==> config.mk <==
export PLATFORM = sky130hd
export DESIGN_NAME = mod_updown_counter
export DESIGN_NICKNAME = d
export VERILOG_FILES = /design/src/rtl/mod_updown_counter.sv
export SDC_FILE = /design/constraint.sdc
export NUM_CORES = 1
export LEC_CHECK = 0
export BUFFER_PORTS_ARGS = -buffer_cell sky130_fd_sc_hd__buf_2
export CORE_MARGIN = 4
export CORE_UTILIZATION = 25
export CTS_CLUSTER_DIAMETER = 30
export DETAILED_ROUTE_END_ITERATION = 10
export PLACE_DENSITY_LB_ADDON = 0.08
export SLEW_MARGIN = 0
export SYNTH_ARGS = -nofsm -noshare
export SYNTH_HDL_FRONTEND = slang
export SYNTH_SLANG_ARGS = --single-unit
==> constraint.sdc <==
create_clock -name CLOCK -period 2.2 [get_ports CLOCK]
set_clock_uncertainty 0.05 [all_clocks]
set_input_delay 0.44 -clock CLOCK [delete_from_list [all_inputs] [get_ports CLOCK]]
set_output_delay 0.44 -clock CLOCK [all_outputs]
set_load 0.02 [all_outputs]
==> src/rtl/mod_updown_counter.sv <==
// Parametrised up/down modulo counter with synchronous load/clear,
// wrap or saturate at the boundary, a one-cycle terminal-count pulse
// and a sticky overflow flag.
// Optional CE prescaler: define COUNTER_PRESCALE_EN.
module mod_updown_counter #(
  parameter int     WIDTH    = 10,
  parameter longint MODULO   = 1000,
  parameter bit     SATURATE = 1'b0,
  parameter int     PRESCALE = 4
) (
  input  logic             CLOCK,
  input  logic             RESET,
  input  logic             CE,
  input  logic             UP_DN,
  input  logic             LOAD,
  input  logic [WIDTH-1:0] LOAD_VAL,
  input  logic             CLEAR,
  output logic [WIDTH-1:0] COUNTER,
  output logic             TC,
  output logic             OVF
);

  if (WIDTH < 2 || WIDTH > 32) begin : g_bad_width
    $error("mod_updown_counter: WIDTH must be in 2..32");
  end
  if (MODULO < 2 || MODULO > (longint'(1) << WIDTH)) begin : g_bad_modulo
    $error("mod_updown_counter: MODULO must satisfy 2 <= MODULO <= 2**WIDTH");
  end
  if (PRESCALE < 1) begin : g_bad_prescale
    $error("mod_updown_counter: PRESCALE must be >= 1");
  end

  localparam logic [WIDTH-1:0] MAX = WIDTH'(MODULO - 1);

  logic [WIDTH-1:0] count_q, count_d;
  logic             tc_q, tc_d;
  logic             ovf_q, ovf_d;
  logic             armed_q, armed_d;
  logic             step;

`ifdef COUNTER_PRESCALE_EN
  localparam int PW = (PRESCALE > 1) ? $clog2(PRESCALE) : 1;
  localparam logic [PW-1:0] PRE_LAST = PW'(PRESCALE - 1);

  logic [PW-1:0] pre_q;

  // Prescaler: counts CE-qualified cycles, restarts on clear/load
  always_ff @(posedge CLOCK or posedge RESET) begin
    if (RESET) begin
      pre_q <= '0;
    end else if (CLEAR || LOAD) begin
      pre_q <= '0;
    end else if (CE) begin
      pre_q <= (pre_q == PRE_LAST) ? '0 : pre_q + PW'(1);
    end
  end

  assign step = CE && (pre_q == PRE_LAST);
`else
  assign step = CE;
`endif

  // Next-state logic: clear > load > count step
  always_comb begin
    count_d = count_q;
    tc_d    = 1'b0;
    ovf_d   = ovf_q;
    armed_d = armed_q;
    if (CLEAR) begin
      count_d = '0;
      ovf_d   = 1'b0;
      armed_d = 1'b1;
    end else if (LOAD) begin
      count_d = (LOAD_VAL > MAX) ? MAX : LOAD_VAL;
      armed_d = 1'b1;
    end else if (step) begin
      if (UP_DN) begin
        if (count_q == MAX) begin
          ovf_d = 1'b1;
          if (SATURATE) begin
            // Holding at the boundary: pulse only on the first arrival
            tc_d    = armed_q;
            armed_d = 1'b0;
          end else begin
            count_d = '0;
            tc_d    = 1'b1;
          end
        end else begin
          count_d = count_q + WIDTH'(1);
          armed_d = 1'b1;
        end
      end else begin
        if (count_q == '0) begin
          ovf_d = 1'b1;
          if (SATURATE) begin
            tc_d    = armed_q;
            armed_d = 1'b0;
          end else begin
            count_d = MAX;
            tc_d    = 1'b1;
          end
        end else begin
          count_d = count_q - WIDTH'(1);
          armed_d = 1'b1;
        end
      end
    end
  end

  // State register with asynchronous reset
  always_ff @(posedge CLOCK or posedge RESET) begin
    if (RESET) begin
      count_q <= '0;
      tc_q    <= 1'b0;
      ovf_q   <= 1'b0;
      armed_q <= 1'b1;
    end else begin
      count_q <= count_d;
      tc_q    <= tc_d;
      ovf_q   <= ovf_d;
      armed_q <= armed_d;
    end
  end

  assign COUNTER = count_q;
  assign TC      = tc_q;
  assign OVF     = ovf_q;

endmodule

==> results.tsv <==
stage	metric	value	unit
finish	layout.nets	213	
critical_path	worstPathBufferInverterCount	0	
yosys	syn-mean-instance-area	7.491	µm²
route	totalWireLength	4.414	mm
yosys	synth_area	0.001191	mm²
finish	utilization	33.81	%
yosys	synthAdderAreaFrac	2.101	%
floorplanning	io_pins	28	
yosys	synthMuxAreaShare	1.681	%
floorplanning	fp-row-count	24	
clock_network	clockRootBuffer	clkbuf_8	
clock_network	cts_resized	0	
clock_network	clock_latency	250	ps
route	drc_errors	0	
place	gp_congestion	0.9212	
route	drtPass1Iterations	4	
yosys	ys_types	50	
floorplanning	start_util	26.62	%
critical_path	cpPeakStageDelay	580	ps
floorplanning	die_x	77.03	µm
yosys	synth_xor_area_share	0.7353	%
sta	finalSetupTns	0	ps
global_routing	grt_max_degree	15	
critical_path	path_cells	or4b_4, or3_1, a211o_1, a31oi_1	
yosys	synthCells	159	
finish	stdcell_area	0.001513	mm²
critical_path	required	2330	ps
critical_path	cpMaxStageDelayCell	or4b_4	
clock_network	cts_tree	built	
place	pre_cts_slack	242.3	ps
worst_hold_path	hold_class	input port to async pin	
route	drt_iter0_drc	134	
route	final_antenna_net_count	0	
sta	rsz0062_at_grt	no	
run_status	status	completed	
sta	worst_pin_slew	560.4	ps
yosys	synth_seq_cells	12	
pwr	ir_drop	185.0	µV
yosys	ys_seq_area_share	25.21	%
yosys	synth_edf_count	0	
critical_path	worstSetupPathType	flip-flop to flip-flop	
global_routing	grt_antenna_before_repair	0	
route	vias	1449	
floorplanning	dieArea	0.005933	mm²
yosys	yosys_warnings	0	
yosys	async_flop_share	100.0	%
finish	n_antenna_cell	0	
finish	syn_to_final_growth	27.00	%
yosys	synth_nets	177	
yosys	synth_top_flop_cell	dfrtp_1	
critical_path	critPathLaunchType	flip-flop	
yosys	yosys.area.top_type	dfrtp_1	
place	hpwl	3.400	mm
sta	slew_violations	0	
pwr	leakagePower	0.6525	nW
critical_path	arrival	2100	ps
critical_path	crit_path_end_kind	flip-flop	
sta	min_period	1975	ps
yosys	yosys.area_share.simple	34.24	%
critical_path	cp_max_fo	11	
sta	setup_slack	225.5	ps
clock_network	numCtsBuffers	3	
sta	slew_headroom	62.60	%
yosys	synth_compound_area_share	29.62	%
clock_network	htreeDepth	1	
route	viasPerCell	5.890	
floorplanning	dieHeight	77.03	µm
global_routing	overflow	0	
global_routing	grt_pass1_wl	7.176	mm
sta	hold_viol	0	
clock_network	cts_buffer_depth	2	
clock_network	path_clk_slew	70	ps
route	wire_per_inst	17.94	µm
global_routing	grt_pass1_vias	1379	
pwr	power_density	546.9	mW/mm²
global_routing	grt.total_usage	15.29	%
clock_network	clock-sinks	12	
place	io_buffers	27	
run	max_cap_violations	0	
sta	fin_crit_sh	89.75	%
finish	drive_gt1_share	28.35	%
sta	max_freq	0.5064	GHz
yosys	yosys-top-cells-area	dfrtp_1 25%, a21oi_1 5.5%, o21ai_0 5.0%	
clock_network	post_cts_buffers	0	
floorplanning	core-area	0.004474	mm²
yosys	yosysTopAreaCellShare	25.21	%
place	dpl_cell_area	0.001458	mm²
yosys	synth_top_family_by_area	simple AND/OR/NAND/NOR gates	
clock_network	ctsHoldBuffers	0	
critical_path	crit_family	simple AND/OR/NAND/NOR gates	
sta	setup_violations	0	
metrics by stage:
stage / hold slack (ps) / instances / total power, mW
6_report: 174.7 / 246 / 0.8273
5_1_grt: 235.7 / 246 / 0.8699
4_1_cts: 191.9 / 246 / 0.8240
3_5_place_dp: 463.1 / 242 / 0.5608
3_3_place_gp: 476.2 / 242 / 0.5643
2_1_floorplan: 254.7 / 159 / 0.4436
placed cells by master, fill, tap and decap left out, drive strengths merged, types with 2 or more instances in the layout:
| cell | n |
|---|---|
| buf | 41 |
| a21oi | 13 |
| dfrtp | 12 |
| o21ai | 12 |
| nor3 | 10 |
| inv | 10 |
| nand2 | 9 |
| nand4 | 8 |
| nand3 | 8 |
| a31oi | 5 |
| nor2 | 5 |
| and3 | 4 |
| or3 | 4 |
| clkbuf | 4 |
| nor3b | 3 |
| a211o | 3 |
| or2 | 3 |
| or4b | 3 |
| nor2b | 2 |
| mux2i | 2 |
| a31o | 2 |
| o22ai | 2 |
| o21a | 2 |
| nand2b | 2 |
| or4 | 2 |
| ha | 2 |
kinds of logic after synthesis:
group / Yosys count
compound gates: 53
xor+xnor: 1
fa+ha+maj: 2
buf+inv: 20
flops: 12
mux: 2
simple gates: 69
state kept, by name (all words and copies together), names as in the netlist:
| name | flops |
|---|---|
| TC | 1 |
| COUNTER | 10 |
| OVF | 1 |
worst reg2reg max path, delay by kind of cell, from the launching register on:
family | cells | cell delay, ps
AO/OA/AOI/OAI | 2 | 430
AND/OR/NAND/NOR | 2 | 930
flip-flops | 1 | 510
metal layers:
layer	vias up	GRT usage (%)	routed length [µm]
li1	687	-	-
met1	669	20.70	1968
met2	78	23.17	1951
met3	15	2.693	353
met4	0	7.829	140
met5	-	0	0
path summary, 6_finish.rpt:
check	startpoint	end	slack [ps]	depth (start not counted)
min in group CLOCK	LOAD_VAL[1]	COUNTER[1]$_DFFE_PP0P_	440	3
hold reg to reg	OVF$_DFFE_PP0P_	OVF$_DFFE_PP0P_	470	2
max in group asynchronous	RESET	COUNTER[0]$_DFFE_PP0P_	1550	2
setup reg to reg	COUNTER[3]$_DFFE_PP0P_	COUNTER[8]$_DFFE_PP0P_	230	4
hold / removal	RESET	COUNTER[9]$_DFFE_PP0P_	170	2
setup / recovery	COUNTER[3]$_DFFE_PP0P_	COUNTER[8]$_DFFE_PP0P_	230	4
area by class of cell:
cell class / instances / area (µm²)
clock buffer: 4 / 55.05
fill: 501 / 2962
inverter: 10 / 37.54
multi-input combinational: 127 / 814.5
sequential: 12 / 300.3
tap: 52 / 65.06
timing repair buffer: 41 / 240.2
cells in the mapped netlist (5+ instances only):
| library cell | n |
|---|---|
| nor2_1 | 5 |
| nand4_1 | 8 |
| o21ai_0 | 12 |
| nand2_1 | 9 |
| clkbuf_1 | 8 |
| a21oi_1 | 13 |
| dfrtp_1 | 12 |
| a31oi_1 | 5 |
| inv_1 | 10 |
| nor3_1 | 10 |
| nand3_1 | 8 |
power breakdown:
part | internal [mW] | switching [mW] | total [mW]
Clock | 0.159 | 0.107 | 0.266
Combinational | 0.122 | 0.170 | 0.291
Sequential | 0.236 | 0.0337 | 0.270
(Power assumes the default switching activity.)
